--- src/rtl/seq_detector_fsm_pkg.sv ---
// rtl/seq_detector_fsm_pkg.sv - shared types and helpers for the programmable sequence detector
//
// Package seq_det_pkg
//   state_t     : FSM encoding (IDLE/FILL/HUNT; 2'd3 is unused and recovers to IDLE)
//   len_w()     : width of a field that can hold 0..max_len
//   clamp_len() : limits a loaded pattern length to max_len
//   len_mask()  : low-order ones mask selecting the active pattern bits
package seq_det_pkg;

  typedef enum logic [1:0] {
    IDLE = 2'd0,
    FILL = 2'd1,
    HUNT = 2'd2
  } state_t;

  localparam int DEFAULT_MAX_LEN = 8;
  localparam int DEFAULT_CNT_W   = 8;

  // Masks are built at this fixed width and truncated by the caller,
  // so MAX_LEN may not exceed it.
  localparam int MASK_W = 32;

  function automatic int len_w(input int max_len);
    return $clog2(max_len + 1);
  endfunction

  localparam int DEFAULT_LEN_W = len_w(DEFAULT_MAX_LEN);

  function automatic int clamp_len(input int len, input int max_len);
    return (len > max_len) ? max_len : len;
  endfunction

  function automatic logic [MASK_W-1:0] len_mask(input int len);
    logic [MASK_W-1:0] m;
    m = '0;
    for (int i = 0; i < MASK_W; i++) begin
      if (i < len) m[i] = 1'b1;
    end
    return m;
  endfunction

endpackage

--- src/rtl/seq_detector_fsm_if.sv ---
// rtl/seq_detector_fsm_if.sv - serial stream, configuration and status bundle for the detector
//
// Signals
//   In1, In_valid                          serial bit and its qualifier
//   Cfg_load, Cfg_pattern, Cfg_len,
//   Cfg_overlap                            run-time pattern configuration
//   Cnt_clr                                match counter clear
//   Out1, Match_cnt, State                 match pulse, saturating count, FSM state
// Modports
//   master : drives stream/config, observes status
//   slave  : the detector
interface seq_detector_fsm_if
  import seq_det_pkg::*;
#(
  parameter int MAX_LEN = DEFAULT_MAX_LEN,
  parameter int CNT_W   = DEFAULT_CNT_W
);
  localparam int LEN_W = len_w(MAX_LEN);

  logic               In1;
  logic               In_valid;
  logic               Cfg_load;
  logic [MAX_LEN-1:0] Cfg_pattern;
  logic [LEN_W-1:0]   Cfg_len;
  logic               Cfg_overlap;
  logic               Cnt_clr;
  logic               Out1;
  logic [CNT_W-1:0]   Match_cnt;
  logic [1:0]         State;

  modport master (
    output In1, In_valid, Cfg_load, Cfg_pattern, Cfg_len, Cfg_overlap, Cnt_clr,
    input  Out1, Match_cnt, State
  );

  modport slave (
    input  In1, In_valid, Cfg_load, Cfg_pattern, Cfg_len, Cfg_overlap, Cnt_clr,
    output Out1, Match_cnt, State
  );

endinterface

--- src/rtl/seq_detector_fsm_sat_counter.sv ---
// rtl/seq_detector_fsm_sat_counter.sv - saturating up-counter with synchronous clear
//
// Ports
//   CLK  in  1      clock
//   RST  in  1      synchronous active-high reset
//   inc  in  1      count one event
//   clr  in  1      force count to 0 (wins over inc)
//   cnt  out CNT_W  current count, sticks at all-ones
module sat_counter #(
  parameter int CNT_W = 8
) (
  input  logic             CLK,
  input  logic             RST,
  input  logic             inc,
  input  logic             clr,
  output logic [CNT_W-1:0] cnt
);

  always_ff @(posedge CLK) begin
    if (RST || clr) begin
      cnt <= '0;
    end else if (inc && (cnt != '1)) begin
      cnt <= cnt + CNT_W'(1);
    end
  end

endmodule

--- src/rtl/seq_detector_fsm.sv ---
// rtl/seq_detector_fsm.sv - programmable serial sequence detector with match pulse and count
//
// Ports
//   CLK  in  1  clock, all logic on posedge
//   RST  in  1  synchronous active-high reset
//   bus  slave modport of seq_detector_fsm_if:
//        In1/In_valid stream in; Cfg_* loaded on Cfg_load; Cnt_clr clears count;
//        Out1 one-cycle registered match pulse; Match_cnt saturating; State debug.
module seq_detector_fsm
  import seq_det_pkg::*;
#(
  parameter int MAX_LEN = DEFAULT_MAX_LEN,
  parameter int CNT_W   = DEFAULT_CNT_W
) (
  input logic              CLK,
  input logic              RST,
  seq_detector_fsm_if.slave bus
);

  localparam int LEN_W = len_w(MAX_LEN);

  state_t             state_q, state_d;
  // The oldest history bit is shifted out before it could ever be compared,
  // so only MAX_LEN-1 bits are kept; the incoming bit completes the window.
  logic [MAX_LEN-2:0] hist_q, hist_d;
  logic [MAX_LEN-1:0] pattern_q, pattern_d;
  logic [LEN_W-1:0]   len_q, len_d;
  logic [LEN_W-1:0]   fill_q, fill_d;
  logic               overlap_q, overlap_d;
  logic               out_q, out_d;

  logic               match;
  logic               full;
  logic [MAX_LEN-1:0] window;
  logic [MAX_LEN-1:0] mask;
  logic [LEN_W:0]     fill_inc;  // extra bit so fill+1 cannot wrap
  logic [LEN_W-1:0]   load_len;

  assign window   = {hist_q, bus.In1};
  assign mask     = MAX_LEN'(len_mask(int'(len_q)));
  assign fill_inc = {1'b0, fill_q} + (LEN_W+1)'(1);
  assign load_len = LEN_W'(clamp_len(int'(bus.Cfg_len), MAX_LEN));

  always_comb begin
    state_d   = state_q;
    hist_d    = hist_q;
    fill_d    = fill_q;
    pattern_d = pattern_q;
    len_d     = len_q;
    overlap_d = overlap_q;
    out_d     = 1'b0;
    match     = 1'b0;
    full      = 1'b0;

    if (bus.Cfg_load) begin
      // A load restarts detection; any bit presented this cycle is dropped.
      pattern_d = bus.Cfg_pattern;
      len_d     = load_len;
      overlap_d = bus.Cfg_overlap;
      hist_d    = '0;
      fill_d    = '0;
      state_d   = (load_len == '0) ? IDLE : FILL;
    end else begin
      case (state_q)
        IDLE: begin
          state_d = IDLE;
        end
        FILL, HUNT: begin
          if (bus.In_valid) begin
            full    = (fill_inc >= {1'b0, len_q});
            hist_d  = window[MAX_LEN-2:0];
            fill_d  = full ? len_q : fill_inc[LEN_W-1:0];
            state_d = full ? HUNT : FILL;
            if (full && (((window ^ pattern_q) & mask) == '0)) begin
              match = 1'b1;
              out_d = 1'b1;
              if (!overlap_q) begin
                // Non-overlapping: the matched bits may not seed the next match.
                hist_d  = '0;
                fill_d  = '0;
                state_d = FILL;
              end
            end
          end
        end
        default: begin
          state_d = IDLE;
        end
      endcase
    end
  end

  always_ff @(posedge CLK) begin
    if (RST) begin
      state_q   <= IDLE;
      hist_q    <= '0;
      fill_q    <= '0;
      pattern_q <= '0;
      len_q     <= '0;
      overlap_q <= 1'b0;
      out_q     <= 1'b0;
    end else begin
      state_q   <= state_d;
      hist_q    <= hist_d;
      fill_q    <= fill_d;
      pattern_q <= pattern_d;
      len_q     <= len_d;
      overlap_q <= overlap_d;
      out_q     <= out_d;
    end
  end

  sat_counter #(
    .CNT_W (CNT_W)
  ) u_match_cnt (
    .CLK (CLK),
    .RST (RST),
    .inc (match),
    .clr (bus.Cnt_clr),
    .cnt (bus.Match_cnt)
  );

  assign bus.Out1  = out_q;
  assign bus.State = state_q;

endmodule
--- src/flat_wrapper.sv ---
// flat-port wrapper written by rule: the top's interface ports become plain ports
module seq_detector_fsm_flat import seq_det_pkg::*;
#(
  parameter int MAX_LEN = DEFAULT_MAX_LEN,
  parameter int CNT_W   = DEFAULT_CNT_W
)
  (CLK, RST, bus_In1, bus_In_valid, bus_Cfg_load, bus_Cfg_pattern, bus_Cfg_len, bus_Cfg_overlap, bus_Cnt_clr, bus_Out1, bus_Match_cnt, bus_State);
  seq_detector_fsm_if #(.MAX_LEN(MAX_LEN), .CNT_W(CNT_W)) bus_i ();
  input logic CLK;
  input logic RST;
  input wire logic [$bits(bus_i.In1)-1:0] bus_In1;
  input wire logic [$bits(bus_i.In_valid)-1:0] bus_In_valid;
  input wire logic [$bits(bus_i.Cfg_load)-1:0] bus_Cfg_load;
  input wire logic [$bits(bus_i.Cfg_pattern)-1:0] bus_Cfg_pattern;
  input wire logic [$bits(bus_i.Cfg_len)-1:0] bus_Cfg_len;
  input wire logic [$bits(bus_i.Cfg_overlap)-1:0] bus_Cfg_overlap;
  input wire logic [$bits(bus_i.Cnt_clr)-1:0] bus_Cnt_clr;
  output wire logic [$bits(bus_i.Out1)-1:0] bus_Out1;
  output wire logic [$bits(bus_i.Match_cnt)-1:0] bus_Match_cnt;
  output wire logic [$bits(bus_i.State)-1:0] bus_State;
  assign bus_i.In1 = bus_In1;
  assign bus_i.In_valid = bus_In_valid;
  assign bus_i.Cfg_load = bus_Cfg_load;
  assign bus_i.Cfg_pattern = bus_Cfg_pattern;
  assign bus_i.Cfg_len = bus_Cfg_len;
  assign bus_i.Cfg_overlap = bus_Cfg_overlap;
  assign bus_i.Cnt_clr = bus_Cnt_clr;
  assign bus_Out1 = bus_i.Out1;
  assign bus_Match_cnt = bus_i.Match_cnt;
  assign bus_State = bus_i.State;
  seq_detector_fsm #(.MAX_LEN(MAX_LEN), .CNT_W(CNT_W)) u_core (.CLK(CLK), .RST(RST), .bus(bus_i));
endmodule
--- config.mk ---
export PLATFORM = sky130hd
export DESIGN_NAME = seq_detector_fsm_flat
export DESIGN_NICKNAME = d
export VERILOG_FILES = /design/src/rtl/seq_detector_fsm_pkg.sv /design/src/rtl/seq_detector_fsm_if.sv /design/src/rtl/seq_detector_fsm_sat_counter.sv /design/src/rtl/seq_detector_fsm.sv /design/src/flat_wrapper.sv
export SDC_FILE = /design/constraint.sdc
export NUM_CORES = 1
export LEC_CHECK = 0
export CORE_MARGIN = 2
export CORE_UTILIZATION = 52
export DETAILED_ROUTE_END_ITERATION = 8
export PLACE_DENSITY = 0.79
export SYNTH_ARGS = -nofsm -noshare
export SYNTH_HDL_FRONTEND = slang
export SYNTH_SLANG_ARGS = --single-unit
export TNS_END_PERCENT = 5
--- constraint.sdc ---
create_clock -name CLK -period 3.01 [get_ports CLK]
set_input_delay 0.4515 -clock CLK [delete_from_list [all_inputs] [get_ports CLK]]
set_output_delay 0.4515 -clock CLK [all_outputs]
set_load 0.01 [all_outputs]
==> results of run 1 <==
==> power by group <==
part	internal (mW)	leakage [nW]	switching (mW)
Combinational	0.0635	0.444	0.0634
Sequential	0.475	0.285	0.0131
Clock	0.136	0.0375	0.156
Total	0.675	0.766	0.233
==> area by class of cell <==
class | instances | area share (%)
clock buffers | 7 | 3.02
multi-input cells | 143 | 46.3
clock inverters | 1 | 0.348
flip-flops and latches | 35 | 32.5
well taps | 46 | 2.67
repair buffers | 31 | 14.2
inverters | 6 | 1.04
==> synthesized netlist by cell type, drive strengths merged <==
library cell  number
a22o               9
o2bb2ai            1
nor4               4
a2111oi            1
or2                3
o21ai              9
nand2             18
o22ai              6
o31a               1
o21a               1
o221ai             2
nand4              3
ha                 6
clkbuf             3
a31oi              1
o31ai              1
a21oi              8
and2               1
buf                2
inv                6
nor4b              1
or3                3
a211oi             1
nor2b              3
nor2              19
xor2               3
dfxtp             35
or4                2
nand2b             4
xnor2             10
nor3               4
nand3b             1
a2111o             1
mux2i             11
a221o              1
nand3              4
==> state kept, by name, summed over array words and instances (netlist names) <==
signal / count
u_core.pattern_q: 8
u_core.len_q: 4
u_core.hist_q: 7
u_core.fill_q: 4
u_core.u_match_cnt.cnt: 8
u_core.bus.Out1: 1
u_core.overlap_q: 1
u_core.bus.State: 2
==> worst paths after layout <==
path                             startpoint                   endpoint  slack (ns)  depth (start not counted)
setup / recovery           u_core.fill_q[0]  u_core.u_match_cnt.cnt[5]        0.45                          8
hold reg to reg   u_core.u_match_cnt.cnt[5]  u_core.u_match_cnt.cnt[5]        0.52                          2
hold / removal    u_core.u_match_cnt.cnt[5]  u_core.u_match_cnt.cnt[5]        0.52                          2
setup reg to reg           u_core.fill_q[0]  u_core.u_match_cnt.cnt[5]        0.45                          8
==> kinds of logic (layout without fill, tap and decap cells) <==
family / after synthesis / after routing / share of synthesized area (%)
adders and majority gates: 6 / 6 / 4.29
and+or+nand+nor: 70 / 70 / 21.2
muxes: 11 / 11 / 6.29
AOI/OAI and AO/OA: 43 / 43 / 18.7
xor gates and xnor gates: 13 / 13 / 6.50
DFF: 35 / 35 / 40.0
buffers and inverters: 11 / 45 / 3.00
==> worst register-to-register path, stage by stage (launching register included) <==
cell and delay, ns:
dfxtp_1 0.39, ha_1 0.27, xor2_1 0.15, ha_1 0.27, o21ai_0 0.08, o21ai_2 0.41, nand4_4 0.24, or4_1 0.51
a21oi_1 0.16
==> through the flow <==
stage | hold slack (ns) | utilization [%]
global placement | 0.474 | 63.4
floorplan | 0.461 | -
global route | 0.535 | 65.6
CTS | 0.511 | 65.6
finish | 0.515 | 65.6
detailed placement | 0.497 | 63.4
==> routing by layer <==
layer	GRT usage (%)	routed length [um]	vias up
met3	6.63	165	4
li1	-	-	754
met4	6.69	42	0
met1	26.5	1700	717
met2	37.8	1970	32
met5	0	0	-
==> layout by cell type, fill, tap and decap left out, drive strengths merged, types with 6 or more instances in the layout <==
master,count
a21oi,8
o22ai,6
clkbuf,7
mux2i,11
xnor2,10
clkdlybuf4s50,29
nor2,19
inv,6
dfxtp,35
nand2,18
a22o,9
o21ai,9
ha,6
==> summary.txt, run 1 <==
Status
  – Status: finished, final reports clean

Detailed routing
  – WL final: 3880 um
  – Pre-Repair DR Iteration Count: 4
  – Drt initial violations: 91
  – Post-route ant nets: 0
  – # DRC: 0
  – Avg Vias per Cell: 5.60
  – Total number of vias: 1,507
  – Routed len/inst: roughly 14 um

Clock tree
  – Root Buffer: clkbuf_4
  – Number of H-tree levels: 2
  – Max Root-Sink Buffers: 2
  – Clk sinks: 35
  – CTS tree: built
  – # hold bufs at CTS: 0
  – Total CTS buffers: 5
  – Reg clk slew, reported paths: about 0.11 ns
  – Post-CTS sizing: 0
  – Setup Fix Bufs, Post-CTS: 0
  – Clk_lat worst skew: about 0.34 ns

Critical path
  – Crit-path max FO: 10
  – CP Capture Type: flop
  – Critical-path top delay cell: or4_1
  – Cell family with most CP delay: simple AND/OR/NAND/NOR gates
  – Arr. time, crit path: 2.82 ns
  – Worst-path cell chain: ha_1, xor2_1, ha_1, o21ai_0, o21ai_2, nand4_4, or4_1, a21oi_1
  – Most frequent CP cell: ha_1
  – Crit path largest cell delay: 0.51 ns
  – Buf+Inv Stages, Crit Path: 0
  – Worst setup SP type: flop
  – Worst Path Required: 3.27 ns
  – WS Path Type: flop to flop

Place
  – Setup WS pre-CTS: between 0.4 and 0.5 ns
  – Dpl cell area: about 2100 sq um
  – Placer congestion estimate: 0.876
  – Placed cells: ~260
  – HPWL after DPL: 3030 um
  – IO Port Bufs: 29

Synth
  – Area share of the largest cell type after synthesis: around 40%
  – Post-synthesis sequential area ratio: 40.0%
  – Largest cells by area after synthesis: dfxtp_1, mux2i_1, xnor2_1, ha_1, nor2_1
  – Post-Syn Area: 1750 sq um
  – Yosys warning count: 0
  – Synth area leader: dfxtp_1
  – Syn Inst Count: 189
  – Syn Nets: around 210
  – Syn avg cell area: 9.26 sq um
  – Synth Register Bits: 35
  – Netlist cell types: 41

Global route
  – Gr usage total: between 20% and 30%
  – Vias in the first global route: 1,464
  – First-pass GRT wire length: between 6000 and 7000 um
  – GRT overflow: 0
  – Largest net degree at the start of global routing: 16
  – Antenna violations before repair: 0

STA
  – Final setup violation count: 0
  – Fin. Hold Viols: 0
  – RSZ-0062 raised after global routing: false
  – Least-Margin Pin Slew: between 0.5 and 0.6 ns
  – Slew Viols, Final: 0
  – Setup Skew: 0.0107 ns
  – Period Utilization, post-route: 84.9%
  – Max transition margin: 61.5%
  – Fmax: ~400 MHz
  – Final Worst Setup Slack: 0.454 ns
  – Final setup TNS: 0 ns
  – Min cycle time layout: ~2.6 ns

Floorplanning
  – Vert. Die Dim: 62.0 um
  – Core ar.: between 3000 and 4000 sq um
  – # IOs: 30
  – Starting Density: 53.3%
  – Core Rows: 21
  – DIE AREA: 3850 sq um
  – Die width: 62.0 um

Layout
  – Fin area: 2160 sq um
  – Multi-input logic area: ~1000 sq um
  – FF+latch area: 701 sq um
  – Fillers: 280
  – Finished Layout Cells: 269
  – # nets final: approximately 250
  – Layout cell share with drive strength beyond 1: between 8 and 9%
  – Layout overhead on the synthesized area: 23.2%
  – Diodes inserted: 0

Power
  – Worst vdd ir: ~0.00033 V
  – PD cells: 421 nW/um^2
  – Tot Pwr: 908 uW
  – Leak: approximately 0.77 nW

Flow run
  – Max-cap violations: 0

Worst hold path
  – Hold crit path type: flop to flop
No activity file was read; power rests on OpenSTA's default activity.
==> run 2: changes to the inputs <==
Clock period 3.01 ns to 2.65 ns, I/O delays scaled along.
==> summary.txt, run 2 (same netlist as run 1, synthesis figures left out) <==
Critical path
  – WS Path Type: flop to flop
  – Reg2reg start: u_core.len_q[0]
  – Worst Path Required: between 2 and 3 ns
  – Worst setup SP type: flop
  – R2R Setup Slk: 0.23 ns
  – FF-to-FF End: u_core.hist_q[3]
  – Worst R2R Path Depth: 7
  – Crit-path max FO: 8
  – CP Capture Type: flop
  – Arr. time, crit path: about 2.7 ns

Layout
  – Most frequent cells in the layout: dfxtp_1, clkdlybuf4s50_1, nor2_1
  – Layout cell share with drive strength beyond 1: under 10%
  – Commonest non-fill, non-tap cell in the layout: dfxtp_1
  – Diodes inserted: 0
  – Layout overhead on the synthesized area: 24.4%
  – # nets final: 248
  – Biggest regs: u_core.pattern_q (8), u_core.u_match_cnt.cnt (8), u_core.hist_q (7)

Global route
  – Largest net degree at the start of global routing: 14
  – Antenna violations before repair: 0
  – Vias in the first global route: 1,431
  – First-pass GRT wire length: approximately 6300 um
  – GRT overflow: 0
  – Gr usage total: 22.2%

STA
  – Worst Hold Slack: 0.514 ns
  – Max transition margin: 60.6%
  – Fmax: roughly 410 MHz
  – Min cycle time layout: 2.42 ns
  – RSZ-0062 raised after global routing: false
  – Slew Viols, Final: 0
  – Period Utilization, post-route: 91.4%
  – Final setup TNS: 0 ns
  – Setup Skew: approximately 0.015 ns
  – Final setup violation count: 0
  – Fin. Hold Viols: 0
  – Least-Margin Pin Slew: 0.591 ns

Floorplanning
  – Starting Density: 53.3%
  – Core Rows: 21
  – Core ar.: 3280 sq um
  – Vert. Die Dim: 62.0 um
  – # IOs: 30
  – Die width: about 62 um
  – DIE AREA: 3850 sq um

Flow run
  – Max-cap violations: 0

Worst hold path
  – Hold depth: 2
  – Hold crit path type: flop to flop
  – Worst hold start: u_core.u_match_cnt.cnt[6]
  – Hold endpoint: u_core.u_match_cnt.cnt[6]

Place
  – Placer congestion estimate: 0.891
  – HPWL after DPL: 2950 um
  – IO Port Bufs: 29

Clock tree
  – Clk_lat worst skew: ~0.34 ns
  – Root Buffer: clkbuf_4
  – CTS tree: built
  – Reg clk slew, reported paths: 0.12 ns
  – Setup Fix Bufs, Post-CTS: 0
  – Max Root-Sink Buffers: 2
  – Number of H-tree levels: 2
  – # hold bufs at CTS: 0
  – Total CTS buffers: 5
  – Clk sinks: 35
  – Post-CTS sizing: 0

Power
  – Leak: 0.781 nW
  – PD cells: 509 nW/um^2
  – Worst vdd ir: ~0.00038 V

Detailed routing
  – Drt initial violations: 124
  – # DRC: 0
  – WL final: 3930 um
  – Pre-Repair DR Iteration Count: 4
  – Post-route ant nets: 0
  – Routed len/inst: 14.5 um
  – Total number of vias: 1,555
  – Avg Vias per Cell: 5.76

Status
  – Status: finished, final reports clean
-- run 2: changes by cell type in the layout (fill, tap and decap cells not counted), sizes merged --
| cell | delta |
|---|---|
| clkinvlp | -1 |
| buf | +1 |
| bufinv | +1 |
| clkinv | +1 |
| clkbuf | -1 |
-- run 2: critical path, stage by stage (launching register included) --
cell and delay [ns]:
dfxtp_1 0.56, ha_1 0.30, nand2b_1 0.15, a211oi_1 0.29, o21ai_2 0.17, buf_4 0.19
a21oi_1 0.49, a22o_1 0.21
-- run 2: metrics by stage --
| step | util, % | power (mW) | cell area [sq um] | setup slack [ns] | std cells |
|---|---|---|---|---|---|
| 6_report | 66.3 | 1.11 | 2180 | 0.229 | 270 |
| 5_1_grt | 66.3 | 1.16 | 2180 | 0.0750 | 270 |
| 4_1_cts | 66.3 | 1.11 | 2180 | 0.262 | 270 |
| 3_5_place_dp | 63.7 | 0.714 | 2090 | 0.131 | 262 |
| 3_3_place_gp | 63.7 | 0.708 | 2090 | 0.182 | 262 |
| 2_1_floorplan | - | 0.656 | 1750 | 0.426 | 189 |
-- run 2: how the worst max path moves through the flow --
| stage | to | cells past startpoint | start | slack, ns |
|---|---|---|---|---|
| 3_5_place_dp | u_core.u_match_cnt.cnt[5] | 7 | bus_In1 | 0.13 |
| 5_1_grt | u_core.u_match_cnt.cnt[5] | 8 | u_core.fill_q[0] | 0.08 |
| 4_1_cts | u_core.hist_q[3] | 7 | u_core.len_q[0] | 0.26 |
| 3_3_place_gp | u_core.u_match_cnt.cnt[5] | 7 | bus_In1 | 0.18 |
| 6_report | u_core.hist_q[3] | 7 | u_core.len_q[0] | 0.23 |
| 2_1_floorplan | u_core.u_match_cnt.cnt[5] | 8 | u_core.fill_q[0] | 0.43 |
-- run 2: power by group --
group	total, mW	leakage, nW	internal (mW)	switching, mW
combinational	0.148	0.448	0.0742	0.0743
clock	0.405	0.0482	0.223	0.182
sequential	0.555	0.285	0.539	0.0156
total	1.11	0.781	0.837	0.272
-- run 2: area by class of cell --
cell class	instances	area (sq um)
Timing Repair Buffer	32	313
Inverter	6	22.5
Sequential cell	35	701
Multi-Input combinational cell	143	997
Tap cell	46	57.6
Clock inverter	2	35.0
Fill cell	273	1110
Clock buffer	6	51.3
-- run 2: layer usage --
metal	track usage (%)	routed length [um]	vias up
li1	-	-	756
met1	29.0	1810	748
met2	37.2	1870	43
met3	4.55	193	8
met4	6.08	46	0
met5	0	0	-
==> run 3: changes to the inputs <==
Settings changed: CORE_MARGIN 2 to 10.
==> summary.txt, run 3 (same netlist as run 1, synthesis figures left out) <==
Clock tree
  – # hold bufs at CTS: 0
  – Post-CTS sizing: 0
  – Setup Fix Bufs, Post-CTS: 0
  – Max Root-Sink Buffers: 2
  – CTS tree: built
  – Reg clk slew, reported paths: 0.10 ns
  – Number of H-tree levels: 2
  – Total CTS buffers: 5
  – Clk_lat worst skew: between 0.3 and 0.4 ns
  – Clk sinks: 35
  – Root Buffer: clkbuf_4

Global route
  – First-pass GRT wire length: 6970 um
  – Vias in the first global route: 1,488
  – Largest net degree at the start of global routing: 12
  – Gr usage total: 14.0%
  – GRT overflow: 0
  – Antenna violations before repair: 0

Detailed routing
  – # DRC: 0
  – WL final: between 4000 and 5000 um
  – Pre-Repair DR Iteration Count: 4
  – Routed len/inst: 15.3 um
  – Drt initial violations: 104
  – Post-route ant nets: 0
  – Avg Vias per Cell: ~5.6
  – Total number of vias: approximately 1,500

Critical path
  – Worst setup SP type: flop
  – Crit path largest cell delay: 0.50 ns
  – Worst Path Required: between 2 and 3 ns
  – Reg2reg start: u_core.fill_q[0]
  – Worst-path cell chain: ha_1, xor2_1, ha_1, o21ai_0, o21ai_2, nand4_4, or4_1, a21oi_1
  – CP Capture Type: flop
  – Cell family with most CP delay: simple AND/OR/NAND/NOR gates
  – Critical-path top delay cell: or4_1
  – Crit path from: u_core.fill_q[0]
  – Buf+Inv Stages, Crit Path: 0
  – WS Path Type: flop to flop
  – Most frequent CP cell: ha_1
  – Arr. time, crit path: approximately 2.6 ns
  – Crit-path max FO: 9

STA
  – Setup Skew: 0.00806 ns
  – Min cycle time layout: around 2.4 ns
  – RSZ-0062 raised after global routing: false
  – Slew Viols, Final: 0
  – Worst Hold Slack: 0.503 ns
  – Max transition margin: ~65%
  – Final Worst Setup Slack: 0.278 ns
  – Final setup TNS: 0 ns
  – Fmax: 422 MHz
  – Least-Margin Pin Slew: about 0.53 ns
  – Period Utilization, post-route: between 80% and 90%
  – Fin. Hold Viols: 0
  – Final setup violation count: 0

Layout
  – # nets final: approximately 250
  – Commonest non-fill, non-tap cell in the layout: dfxtp_1
  – Biggest regs: u_core.pattern_q (8), u_core.u_match_cnt.cnt (8), u_core.hist_q (7)
  – Layout cell share with drive strength beyond 1: 9.38%
  – Fillers: between 200 and 300
  – Most frequent cells in the layout: dfxtp_1, clkdlybuf4s50_1, nor2_1
  – Diodes inserted: 0
  – Layout overhead on the synthesized area: 23.1%
  – Finished Layout Cells: 270

Place
  – HPWL after DPL: 3300 um
  – Setup WS pre-CTS: 0.0967 ns
  – IO Port Bufs: 29
  – Placer congestion estimate: 0.883
  – Placed cells: 263

Status
  – Status: finished, final reports clean

Worst hold path
  – Hold crit path type: flop to flop
  – Worst hold start: u_core.u_match_cnt.cnt[6]

Floorplanning
  – Core Rows: 21
  – DIE AREA: 6090 sq um
  – Core ar.: 3280 sq um
  – Vert. Die Dim: just under 80 um
  – Die width: 78.0 um
  – # IOs: 30
  – Starting Density: approximately 53%

Power
  – Leak: 0.772 nW
  – Worst vdd ir: just over 0.0004 V
  – PD cells: 461 nW/um^2

Flow run
  – Max-cap violations: 0
## run 3: changes by cell type in the layout (fill, tap and decap cells not counted)
cell | previous run | this run
buf_4 | 3 | 4
bufinv_16 | 1 | 0
## run 3: metrics by stage
stage / area (sq um) / utilization (%) / total power [mW]
after global routing: 2150 / 65.6 / 1.05
after CTS: 2150 / 65.6 / 1.00
after detailed placement: 2100 / 63.9 / 0.716
after floorplan: 1750 / - / 0.656
final: 2150 / 65.6 / 0.994
after global placement: 2100 / 63.9 / 0.710
## run 3: where the power goes
group	internal (mW)	switching [mW]
sequential	0.539	0.0150
clock	0.123	0.166
combinational	0.0753	0.0750
## run 3: cell type report
cell class	count	area, sq um	area share [%]
multi-input combinational	143	997	46.3
sequential	35	701	32.5
tap	46	57.6	2.67
inverter	6	22.5	1.05
clock inverter	1	5.00	0.232
timing repair buffer	33	320	14.9
clock buffer	6	51.3	2.38
## run 3: metal layers
layer	vias up	part of all wire [%]	wire length, um	global-route usage [%]
met3	8	4.9	202	4.67
li1	754	-	-	-
met5	-	0	0	0
met1	718	43	1770	15.7
met4	0	1.9	77	5.38
met2	43	50	2080	24.0
## run 3: worst min-delay path, cell delays in order, from the launching register on
cell and delay, ns:
dfxtp_1 0.34, nand2_1 0.07, mux2i_1 0.06
## run 3: path summary, 6_finish.rpt
kind                                             endpoint  slack (ns)  cells after the start
worst min-delay path            u_core.u_match_cnt.cnt[6]        0.50                      2
worst max-delay path            u_core.u_match_cnt.cnt[5]        0.28                      8
worst max register to register  u_core.u_match_cnt.cnt[5]        0.28                      8
worst min register to register  u_core.u_match_cnt.cnt[6]        0.50                      2
